===== config.mk =====
export PLATFORM = sky130hd
export DESIGN_NAME = sw_read_sequencer
export DESIGN_NICKNAME = d
export VERILOG_FILES = /design/src/rtl/sw_ctrl_pkg.sv /design/src/rtl/periodo_tick.sv /design/src/rtl/sw_read_sequencer.sv
export SDC_FILE = /design/constraint.sdc
export NUM_CORES = 1
export LEC_CHECK = 0
export BUFFER_PORTS_ARGS = -buffer_cell sky130_fd_sc_hd__buf_2
export CAP_MARGIN = 30
export CORE_MARGIN = 2
export CORE_UTILIZATION = 50
export CTS_CLUSTER_SIZE = 14
export DETAILED_ROUTE_END_ITERATION = 8
export PLACE_DENSITY = 0.69
export SETUP_SLACK_MARGIN = 0.05
export SLEW_MARGIN = 10
export SYNTH_ARGS = -nofsm -noshare
export SYNTH_HDL_FRONTEND = slang
export SYNTH_SLANG_ARGS = --single-unit

===== constraint.sdc =====
create_clock -name clk -period 3.7 [get_ports clk]
set_clock_uncertainty 0.05 [all_clocks]
set_input_delay 0.37 -clock clk [delete_from_list [all_inputs] [get_ports clk]]
set_output_delay 0.37 -clock clk [all_outputs]
set_load 0.01 [all_outputs]

===== src/rtl/sw_ctrl_pkg.sv =====
// sw_ctrl_pkg: shared state encoding and period sizing for the switch-driven read sequencer.
package sw_ctrl_pkg;
  typedef enum logic [1:0] {IDLE, RUN, DONE} state_t;
  function automatic int period_ticks(bit sim, int clk_hz, int ms_hw, int ticks_sim);
    return sim ? ticks_sim : (clk_hz / 1000) * ms_hw;
  endfunction
  function automatic int width_of(int n);
    return n > 1 ? $clog2(n) : 1;
  endfunction
endpackage


===== src/rtl/periodo_tick.sv =====
// periodo_tick: free-running period counter; tick is high on the last count of each period.
module periodo_tick import sw_ctrl_pkg::*; #(
  parameter int PERIOD_TICKS = 4
) (
  input  logic clk,
  input  logic reset,
  input  logic clear,
  input  logic enable,
  output logic tick
);
  localparam int CW = width_of(PERIOD_TICKS);
  logic [CW-1:0] cnt;
  assign tick = enable & ~clear & (cnt == CW'(PERIOD_TICKS - 1));
  always_ff @(posedge clk or posedge reset)
    if (reset) cnt <= '0;
    else if (clear) cnt <= '0;
    else if (enable) cnt <= tick ? '0 : cnt + CW'(1);
endmodule


===== src/rtl/sw_read_sequencer.sv =====
// sw_read_sequencer: SW[0] starts/aborts periodic register-read sweeps; SW[1] picks single or continuous.
module sw_read_sequencer import sw_ctrl_pkg::*; #(
  parameter bit Simulacion       = 0,
  parameter int CLK_HZ           = 10_000_000,
  parameter int PERIOD_MS_HW     = 100,
  parameter int PERIOD_TICKS_SIM = 4,
  parameter int N_REGS           = 16,
  localparam int AW              = width_of(N_REGS)
) (
  input  logic          clk,
  input  logic          reset,
  input  logic          sw0_db,
  input  logic          sw0_db_d,
  input  logic          sw1_db,
  input  logic          sw1_db_d,
  output logic          start_pulse,
  output logic          leer,
  output logic [AW-1:0] addr,
  output logic          busy,
  output logic          done
);
  localparam int PT = period_ticks(Simulacion, CLK_HZ, PERIOD_MS_HW, PERIOD_TICKS_SIM);
  state_t state;
  logic mode, tick, rise0, fall0, last, unused_sw1;
  assign rise0 = sw0_db & ~sw0_db_d;
  assign fall0 = ~sw0_db & sw0_db_d;
  // mode is latched at start, so sw1 edges are deliberately not acted on
  assign unused_sw1 = sw1_db ^ sw1_db_d;
  assign last = leer & ~mode & (addr == AW'(N_REGS - 1));
  periodo_tick #(.PERIOD_TICKS(PT)) u_periodo_tick (
    .clk    (clk),
    .reset  (reset),
    .clear  (state != RUN || fall0),
    .enable (state == RUN),
    .tick   (tick)
  );
  always_ff @(posedge clk or posedge reset)
    if (reset) begin
      state       <= IDLE;
      mode        <= 1'b0;
      addr        <= '0;
      start_pulse <= 1'b0;
      leer        <= 1'b0;
      busy        <= 1'b0;
      done        <= 1'b0;
    end else begin
      start_pulse <= 1'b0;
      leer        <= 1'b0;
      case (state)
        IDLE: if (rise0) begin
          state       <= RUN;
          start_pulse <= 1'b1;
          busy        <= 1'b1;
          addr        <= '0;
          mode        <= sw1_db;
        end
        RUN: if (fall0) begin
          state <= IDLE;
          busy  <= 1'b0;
          addr  <= '0;
        end else begin
          leer <= tick & ~last;
          if (leer) addr <= addr == AW'(N_REGS - 1) ? '0 : addr + AW'(1);
          if (last) begin
            state <= DONE;
            busy  <= 1'b0;
            done  <= 1'b1;
          end
        end
        DONE: if (fall0) begin
          state <= IDLE;
          done  <= 1'b0;
          addr  <= '0;
        end
        default: state <= IDLE;
      endcase
    end
endmodule


# [After elaboration in Yosys (flattened, before gate mapping)]
# Index checks and enable logic that the tools add are counted.
# W data, S select, Z words.
[totals] regBits=31 word_cells=70
[classes] n_eq_ne=11 n_addsub=2 n_bitwise=12 muxes=26 n_reduce_logical=11
[ops] op="$mux W20" n=3
[ops] op="$add A20 B1 Y20 const B" n=1
[ops] op="$eq A20 B20 Y1 const B" n=1
[ops] op="$mux W4" n=5
[ops] op="$pmux W4 S3" n=1
[ops] op="$mux W1" n=10
[ops] op="$mux W2" n=4
[ops] op="$ne A2 B2 Y1 const B" n=4
[ops] op="$reduce_and A4 Y1" n=2
[ops] op="$and A1 B1 Y1" n=7
[ops] op="$ne A3 B3 Y1 const B" n=2
[ops] op="$pmux W2 S3" n=1
[ops] op="$reduce_and A3 Y1" n=2
[ops] op="$reduce_bool A2 Y1" n=3
[ops] op="$not A1 Y1" n=5
[ops] op="$add A4 B1 Y4 const B" n=1
[ops] op="$eq A4 B4 Y1 const B" n=1
[ops] op="$pmux W1 S2" n=2
[ops] op="$reduce_bool A3 Y1" n=1
[ops] op="$eq A2 B1 Y1 const B" n=1
[ops] op="$eq A2 B2 Y1 const B" n=1
[ops] op="$logic_not A2 Y1" n=1
[ops] op="$ne A2 B1 Y1 const B" n=1
[ops] op="$reduce_and A2 Y1" n=1
[ops] op="$logic_or A1 B1 Y1" n=1

# [Logic depth before layout (Yosys ltp)]
# Gate-level depths: netlist of run 1.
[logic_depth] depth_word=9 depth_mapped=7

# [Hierarchy]
# Synthesis of run 1 repeated with hierarchy kept, for this count alone.
[hier_totals] hier_cells=188 hier_area_um2=1740.4
[by_module_without_submodules] module="periodo_tick" cells_each=136 n_inst=1 area_each_um2=1169.9
[by_module_without_submodules] module="sw_read_sequencer" cells_each=52 n_inst=1 area_each_um2=570.5

# [Least setup slack after synthesis of run 1]
# OpenSTA, ideal clock, no wires.
[synth_path] path_kind="reg2reg" from="register u_periodo_tick.cnt[0]" to="register u_periodo_tick.cnt[18]" required_ns=3.573 setup_slack_ns=1.699 stages_incl_launch_ff=7 arrival_time_ns=1.873 setup_ns=0.077 cell_sequence="dfrtp_1 > ha_1 > nand3_2 > or4_1 > clkbuf_2 > or4_1 > a21oi_1"
[synth_between] elab_chain_cells=5 word_cells_on_any_way=6
[synth_rtl] item="from (decl)" line="periodo_tick.sv:12" source="logic [CW-1:0] cnt;"
[synth_rtl] item="from (signal assigned)" line="periodo_tick.sv:17" source="else if (enable) cnt <= tick ? '0 : cnt + CW'(1);"
[synth_rtl] item="branches (longest 2 deep; another with $add A20 B1 Y20)"
[synth_rtl] item="$mux W20 (*) (2 in a row)" line="periodo_tick.sv:17"
[synth_rtl] item="$mux W20 (*)" line="periodo_tick.sv:16" source="else if (clear) cnt <= '0;"
# Mark *: on every way between the ends. The select of a mux whose other input is x is not followed.
# A chain may end at the register's enable or synchronous reset.

# [Final worst setup path of run 1]
# Ends and elaborated chain as after synthesis.

==> reports/qor.csv, run 1 <==
stage;metric;value;unit
synthesis;synth_area_leaders;dfrtp_1, xnor2_1, nor2_1;
worst_setup_path;rr_startpoint;u_periodo_tick.cnt[0];
drt;drt_wl_total;3.035;mm
floorplanning;dieWidth;59.68;um
sta;final.min_clock_period;2.199;ns
power;vdd_ir_drop_max;0.2671;mV
worst_setup_path;cp_max_fo;7;
place;gp_congestion;0.7937;
place;place_area;1629;um2
synthesis;synth_top_area_share;50.04;%
clocking;cts_tree;yes;
floorplanning;start_util;51.63;%
synthesis;ys_seq_area_share;50.04;%
clocking;clock_sinks;31;
sta;slew_viol_final;0;
flow_run;drv_cap;0;
worst_setup_path;cp.arrival;2.41;ns
power;p_leak;0.7256;nW
worst_setup_path;r2r_slack;1.50;ns
synthesis;synth_area_leader_cell;dfrtp_1;
worst_setup_path;r2r_cells;5;
worst_setup_path;slowest_stage;or4_1;
worst_setup_path;cp.buffers_inverters;0;
synthesis;syn_avg_cell_area;9.453;um2
floorplanning;die_y;59.68;um
drt;drtIter0Drc;58;
worst_setup_path;start_kind;register;
worst_setup_path;end_kind;register;
clocking;clockBufferDepth;2;
final_layout;syn_to_final_growth;10.65;%
sta;setup_viol_count_final;0;
grt;grt_max_degree;19;
sta;period_share;59.43;%
final_layout;n_antenna_cell;0;
drt;drtAntennaViolNets;0;
sta;relSlewSlack;55.93;%
worst_setup_path;crit_family;simple AND/OR/NAND/NOR gates;
place;port_buffers;12;
synthesis;synth_nets;172;
grt;antenna_found_initial;0;
clocking;cts_root_buf;clkbuf_4;
worst_setup_path;worst-setup-path-type;register to register;
synthesis;ys_ff_latch;31;
synthesis;postSynthCellCount;164;
sta;tightest_slew;0.6604;ns
grt;grt_util_all_layers;20.14;%
drt;wl_per_cell;14.38;um
clocking;clkLatencyLatePin;0.34;ns
grt;first_global_vias;1179;
floorplanning;die-area;3562;um2
sta;clock.fmax;454.8;MHz
synthesis;async_reset_ff_share;100.0;%
clocking;ctsHoldBuffers;0;
final_layout;drive_above_1_share;15.17;%
drt;viasPerCell;5.839;
sta;hold_violations;0;
worst_setup_path;cp_slowest_stage_delay;0.67;ns
clocking;cts.reportedPaths.clkPinSlew;0.10;ns
worst_setup_path;worstPathCellList;ha_1 -> nand3_2 -> or4_1 -> or4_1 -> a21oi_1;
worst_setup_path;cp_common_cell;or4_1;
synthesis;synth_ff_type;dfrtp_1;
clocking;cts_resized;0;
grt;grt_first_pass_wirelength;5.250;mm
synthesis;synthesis.area;1550;um2
sta;rsz0062_at_grt;false;
drt;drt_first_pass_iters;4;
floorplanning;coreArea;3003;um2
synthesis;synth.distinct_cells;38;
clocking;cts-buffers-inserted;5;
synthesis;synth_edf_count;0;
place;pre_cts_slack;1.538;ns
clocking;htreeDepth;2;
final_layout;design_area;1715;um2
synthesis;post-synth-top-count-cell;dfrtp_1;
worst_setup_path;rr_endpoint;u_periodo_tick.cnt[18];
worst_setup_path;cp.required;3.91;ns
status;status;finished, final reports clean;
grt;overflow;0;
place;dpl.hpwl;2.172;mm
floorplanning;num_io_pins;14;
final_layout;fin_util;57.13;%
final_layout;nNetsFinal;185;
min_path;min_path_type;input port to asynchronous set/reset pin;
drt;drc;0;
power;power_density;416.3;nW/um2
synthesis;synth_warnings;0;
synthesis;synth_common_cells;dfrtp_1, nor2_1, nand3_1, o21ai_0, xnor2_1;
sta;fin_setup_tns;0;ns
clocking;post_cts_buffers;0;
drt;vias;1232;
power;total_power;714.0;uW
sta;timing.final.ws_setup;1.501;ns
floorplanning;rows;20;
[worst register-to-register path, cell delays in order, from the launching register on]
cell     delay [ns]
dfrtp_1        0.42
ha_1           0.22
nand3_2        0.16
or4_1          0.67
or4_1          0.44
a21oi_1        0.17
[where the power goes]
group          total [mW]  internal [mW]  switching, mW
Sequential          0.363          0.351         0.0127
Clock               0.285          0.160          0.126
Combinational      0.0652         0.0237         0.0416
Total               0.714          0.534          0.180
[worst max path at each step]
stage / start / endpoint / slack [ns] / cells past startpoint
after floorplan: u_periodo_tick.cnt[0] / u_periodo_tick.cnt[18] / 1.70 / 6
after global placement: u_periodo_tick.cnt[0] / u_periodo_tick.cnt[18] / 1.58 / 5
after detailed placement: u_periodo_tick.cnt[0] / u_periodo_tick.cnt[18] / 1.54 / 5
after CTS: u_periodo_tick.cnt[0] / u_periodo_tick.cnt[18] / 1.52 / 5
after global routing: u_periodo_tick.cnt[0] / u_periodo_tick.cnt[18] / 1.39 / 5
final: u_periodo_tick.cnt[0] / u_periodo_tick.cnt[18] / 1.50 / 5
[area by class of cell]
cell class              instances  area [um2]
multi-input cells             119       718.2
clock buffers                   6       51.30
flip-flops and latches         31       775.7
well taps                      33       41.29
inverters                       7       26.28
repair buffers                 13       67.56
fillers                       278        1287
clock inverters                 2       35.03
[metrics by stage]
stage	std cells	hold slack [ns]
2_1_floorplan	164	0.4227
3_3_place_gp	203	0.4411
3_5_place_dp	203	0.4575
4_1_cts	211	0.07889
5_1_grt	211	0.1134
6_report	211	0.04861
[state kept, by name, indices dropped and copies added (netlist names)]
name and flops:
busy 1, addr 4, mode 1, state 2, done 1, start_pulse 1
leer 1, u_periodo_tick.cnt 20
[metal layers]
metal / wire, um / track usage [%] / vias to the layer above
li1: - / - / 605
met5: 0 / 0 / -
met2: 1445 / 30.12 / 19
met1: 1430 / 27.23 / 603
met3: 107 / 6.494 / 5
met4: 51 / 7.619 / 0
[cell usage in the layout, fill, tap and decap left out, types with 2 or more instances in the layout]
cell      instances
inv_1             7
nor3_1            7
nand2_1           7
o21ai_0          11
or4_1             5
nor4_1            2
nand4_1           2
buf_2            12
and3_1            2
ha_1              2
xnor2_1          10
o31ai_1           5
clkbuf_4          5
or3_1             4
a21oi_1           9
nand3_1          11
nor2_1           20
nand2b_1          4
dfrtp_1          31
a21o_1            2
[logic make-up after synthesis]
family | Yosys count | synth area share (%)
XOR/XNOR | 11 | 6.215
buffers and inverters | 14 | 3.632
multiplexers | 1 | 0.7263
AO/OA/AOI/OAI | 33 | 13.16
flip-flops | 31 | 50.04
AND/OR/NAND/NOR | 72 | 24.62
adder cells (fa/ha/maj) | 2 | 1.614
(Power assumes the default switching activity.)
==> inputs of run 2 (changes only) <==
- clock period: 3.7 -> 2.1 ns (I/O delays scaled with it)
==> run 2 against run 1 <==
Against the previous run:
- design area grew 4.6%
- wire length grew 3.8%
- worst hold slack gained 0.0037 ns
- global-route usage grew 0.15 points
- sequential power grew 76%
- die area is the same
- clock power grew 74%
- via count grew 2.6%
- clock-buffer cell count is the same
- flip-flop and latch count is the same
- first-iteration DRC count grew 19%
- critical path depth is the same
- largest cell class unchanged
==> reports/qor.csv, run 2 (synthesis gave the netlist of run 1 again) <==
stage;metric;value;unit
clocking;htreeDepth;2;
power;pwr-share-clk;39.2;%
floorplanning;coreArea;3003;um2
grt;overflow;0;
place;dpl.hpwl;2.249;mm
power;intPower;950.1;uW
sta;setup_viol_count_final;0;
final_layout;final_common_cell;dfrtp_1;
worst_setup_path;start_kind;register;
worst_setup_path;rr_endpoint;u_periodo_tick.cnt[18];
worst_setup_path;r2r_cells;5;
sta;period_share;94.07;%
drt;viasPerCell;5.772;
drt;drt_first_pass_iters;4;
power;pwr-share-comb;10.2;%
flow_run;drv_cap;0;
min_path;min_from;sw1_db;
final_layout;largest_registers;u_periodo_tick.cnt (20), addr (4), state (2);
floorplanning;start_util;51.63;%
drt;drc;0;
clocking;clock_sinks;31;
clocking;cts_root_buf;clkbuf_4;
worst_setup_path;cp_max_fo;6;
clocking;cts_tree;yes;
clocking;cts-buffers-inserted;5;
final_layout;drive_above_1_share;19.35;%
floorplanning;rows;20;
clocking;cts.reportedPaths.clkPinSlew;0.10;ns
power;switching_share;24.87;%
sta;fin_setup_tns;0;ns
sta;hold_violations;0;
final_layout;largest_reg_flops;20;
place;gp_congestion;0.8425;
sta;relSlewSlack;62.90;%
drt;drtIter0Drc;69;
worst_setup_path;cp.arrival;2.19;ns
power;switchingPower;314.5;uW
sta;slew_viol_final;0;
worst_setup_path;r2r_slack;0.12;ns
grt;antenna_found_initial;0;
floorplanning;die-area;3562;um2
floorplanning;dieWidth;59.68;um
power;vdd_ir_drop_max;0.3464;mV
drt;vias;1264;
status;status;finished, final reports clean;
power;p_seq_share;50.5;%
worst_setup_path;cp.required;2.32;ns
floorplanning;num_io_pins;14;
worst_setup_path;worst-setup-path-type;register to register;
floorplanning;die_y;59.68;um
power;p_leak;0.7681;nW
clocking;clockBufferDepth;2;
grt;grt_util_all_layers;20.28;%
sta;clock.fmax;506.2;MHz
drt;wl_per_cell;14.39;um
worst_setup_path;rr_startpoint;u_periodo_tick.cnt[1];
grt;grt_max_degree;32;
sta;final.min_clock_period;1.975;ns
final_layout;n_antenna_cell;0;
worst_setup_path;end_kind;register;
grt;grt_first_pass_wirelength;5.209;mm
place;place_area;1674;um2
worst_setup_path;cp-startpoint;u_periodo_tick.cnt[1];
drt;drt_wl_total;3.151;mm
worst_setup_path;endpoint;u_periodo_tick.cnt[18];
final_layout;layout_common_cells;dfrtp_1, nor2_1, buf_2, nand3_1, o21ai_0;
final_layout;design_area;1794;um2
place;port_buffers;12;
min_path;min_path_type;input port to register;
power;power_density;704.8;nW/um2
final_layout;syn_to_final_growth;15.74;%
final_layout;nNetsFinal;193;
sta;rsz0062_at_grt;false;
grt;first_global_vias;1162;
drt;drtAntennaViolNets;0;
clocking;clkLatencyLatePin;0.34;ns
sta;tightest_slew;0.5488;ns
final_layout;max_flop_register;u_periodo_tick.cnt;
run 2: cell count changes in the layout (fill, tap and decap cells not counted), sizes merged:
cell	delta
dlygate4sd3	+1
buf	+7
run 2: worst min path at each step:
stage | cells past startpoint | endpoint | slack [ns]
detailed placement | 3 | busy | 0.26
global placement | 3 | done | 0.25
global route | 2 | mode | 0.05
floorplan | 1 | addr[0] | 0.26
finish | 2 | mode | 0.05
CTS | 2 | mode | 0.05
run 2: critical path, cell delays in order, from the launching register on:
cell and delay, ns:
dfrtp_1 0.40, ha_1 0.22, nand3_2 0.10, or4_4 0.56
or4_1 0.42, a21oi_1 0.14
run 2: final cells by class:
cell class	instances	area, um2
Timing Repair Buffer	21	130.1
Clock inverter	2	35.03
Fill cell	278	1209
Inverter	7	26.28
Clock buffer	6	51.30
Sequential cell	31	775.7
Tap cell	33	41.29
Multi-Input combinational cell	119	734.5
run 2: timing repair:
action,CTS,global route
pin swaps,0,0
endpoints found under the hold margin,31,0
gates cloned,0,0
setup endpoints to repair,1,18
hold buffers,1,0
resized for setup,1,2
buffers inserted,0,1
run 2: routing by layer:
layer	GRT usage (%)	routed length, um
met5	0	0
met4	7.937	54
met3	6.926	119
met2	31.06	1520
met1	26.48	1456
run 2: power groups by stage:
stage | clock network, mW | registers [mW] | logic [mW]
after global placement | 0 | 0.650 | 0.113
after detailed placement | 0 | 0.652 | 0.120
final | 0.496 | 0.639 | 0.129
after floorplan | 0 | 0.644 | 0.0915
after global routing | 0.527 | 0.643 | 0.143
after CTS | 0.504 | 0.640 | 0.122
run 2: stage by stage:
step	cells	power [mW]	hold WS, ns	setup WS, ns	utilization (%)
after floorplan	164	0.7360	0.2635	0.09934	-
after global placement	209	0.7637	0.2535	0.1244	55.75
after detailed placement	209	0.7723	0.2577	0.08193	55.75
after CTS	218	1.266	0.04664	0.07702	59.08
after global routing	219	1.312	0.04855	0.07365	59.75
final	219	1.265	0.05228	0.1246	59.75
==> inputs of run 3 (changes only) <==
- CTS_BUF_LIST: default -> sky130_fd_sc_hd__clkbuf_8
- clock period: 2.1 -> 2.3 ns (I/O delays scaled with it)
==> run 3 against run 2 <==
Against the previous run:
- die area unchanged
- critical path depth unchanged
- clock-buffer cell count up 1
- global-route usage down 0.72 points
- utilization down 1.6 points
- largest power group unchanged
- combinational power down 19%
- worst hold slack better by 0.081 ns
- via count down 3.2%
- clock power down 6.9%
- critical path type unchanged
- first-iteration DRC count down 32%
- non-clock buffer count down 6
==> reports/qor.csv, run 3 (synthesis gave the netlist of run 1 again) <==
stage;metric;value;unit
status;status;finished, final reports clean;
place;gp_congestion;0.7913;
drt;vias;1223;
sta;hold_violations;0;
grt;first_global_vias;1160;
place;port_buffers;12;
power;pwr-share-clk;40.1;%
flow_run;drv_cap;0;
floorplanning;coreArea;3003;um2
sta;rsz0062_at_grt;false;
grt;grt_first_pass_wirelength;5.147;mm
worst_setup_path;endpoint;u_periodo_tick.cnt[18];
power;power_density;659.4;nW/um2
worst_setup_path;cp.arrival;2.27;ns
worst_setup_path;start_kind;register;
clocking;cts_resized;0;
drt;drtAntennaViolNets;0;
final_layout;nNetsFinal;187;
grt;grt_max_degree;32;
drt;viasPerCell;5.742;
min_path;min_from;sw1_db;
worst_setup_path;r2r_cells;5;
grt;grt_util_all_layers;19.56;%
worst_setup_path;cp.required;2.46;ns
grt;overflow;0;
worst_setup_path;end_kind;register;
floorplanning;die_y;59.68;um
worst_setup_path;r2r_slack;0.19;ns
clocking;clockBufferDepth;2;
final_layout;n_antenna_cell;0;
final_layout;fin_util;58.17;%
worst_setup_path;cp_max_fo;7;
sta;clock.fmax;473.2;MHz
worst_setup_path;cp-startpoint;u_periodo_tick.cnt[0];
sta;period_share;91.88;%
sta;fin_setup_tns;0;ns
worst_setup_path;rr_endpoint;u_periodo_tick.cnt[18];
clocking;cts_tree;yes;
sta;relSlewSlack;63.63;%
floorplanning;rows;20;
clocking;cts.reportedPaths.clkPinSlew;0.06;ns
clocking;cts_root_buf;clkbuf_8;
clocking;ctsHoldBuffers;1;
final_layout;largest_registers;u_periodo_tick.cnt (20), addr (4), state (2);
power;vdd_ir_drop_max;0.3146;mV
power;pwr-share-comb;9.1;%
power;switchingPower;278.9;uW
clocking;cts-buffers-inserted;5;
sta;final.min_clock_period;2.113;ns
floorplanning;die-area;3562;um2
floorplanning;dieWidth;59.68;um
worst_setup_path;worst-setup-path-type;register to register;
power;intPower;872.8;uW
floorplanning;start_util;51.63;%
final_layout;largest_reg_flops;20;
final_layout;syn_to_final_growth;12.67;%
final_layout;max_flop_register;u_periodo_tick.cnt;
grt;antenna_found_initial;0;
sta;slew_viol_final;0;
place;dpl.hpwl;2.113;mm
drt;drt_wl_total;2.933;mm
final_layout;final_common_cell;dfrtp_1;
drt;wl_per_cell;13.77;um
min_path;min_path_type;input port to register;
sta;tightest_slew;0.5444;ns
drt;drt_first_pass_iters;4;
drt;drtIter0Drc;47;
final_layout;final_cells;213;
drt;drc;0;
floorplanning;num_io_pins;14;
power;total_power;1.152;mW
clocking;htreeDepth;2;
power;p_leak;0.7414;nW
worst_setup_path;rr_startpoint;u_periodo_tick.cnt[0];
power;p_seq_share;50.8;%
final_layout;layout_common_cells;dfrtp_1, nor2_1, buf_2, nand3_1, o21ai_0;
sta;setup_viol_count_final;0;
clocking;clkLatencyLatePin;0.29;ns
place;place_inst;204;
clocking;clock_sinks;31;
final_layout;drive_above_1_share;15.00;%
power;switching_share;24.22;%
clocking;post_cts_buffers;0;
run 3: cell type report:
type	count	area, um2
Multi-Input combinational cell	119	718.2
Inverter	7	26.28
Clock buffer	7	96.34
Timing Repair Buffer	15	85.08
Tap cell	33	41.29
Fill cell	266	1256
Clock inverter	1	3.754
Sequential cell	31	775.7
run 3: power by group through the flow:
| stage | Combinational, mW | Clock, mW | Sequential [mW] |
|---|---|---|---|
| 2_1_floorplan | 0.0836 | 0 | 0.588 |
| 3_3_place_gp | 0.103 | 0 | 0.594 |
| 3_5_place_dp | 0.105 | 0 | 0.596 |
| 4_1_cts | 0.107 | 0.477 | 0.586 |
| 5_1_grt | 0.120 | 0.495 | 0.588 |
| 6_report | 0.105 | 0.462 | 0.586 |
run 3: how the worst min path moves through the flow:
stage          cells after the start  endpoint  slack (ns)
3_3_place_gp                       3      done        0.28
3_5_place_dp                       3      done        0.28
6_report                           2      mode        0.13
4_1_cts                            2      mode        0.13
2_1_floorplan                      1   addr[0]        0.28
5_1_grt                            2      mode        0.13
run 3: worst max-delay path, cell delays in order, from the launching register on:
cell     delay [ns]
dfrtp_1        0.41
ha_1           0.23
nand3_2        0.10
or4_1          0.66
or4_1          0.44
a21oi_1        0.15
run 3: per-stage QoR:
step	cell area (um2)	hold slack, ns	worst slack [ns]
6_report	1747	0.1331	0.1868
5_1_grt	1747	0.1340	0.08367
4_1_cts	1747	0.1262	0.1618
3_5_place_dp	1637	0.2764	0.1873
3_3_place_gp	1637	0.2753	0.2653
2_1_floorplan	1550	0.2835	0.2993
run 3: routing by layer:
metal | vias up | part of all wire [%] | global-route usage [%]
met2 | 21 | 48 | 29.35
met1 | 591 | 46 | 26.19
met3 | 6 | 4.5 | 6.494
met4 | 0 | 1.6 | 7.619
met5 | - | 0 | 0
li1 | 605 | - | -
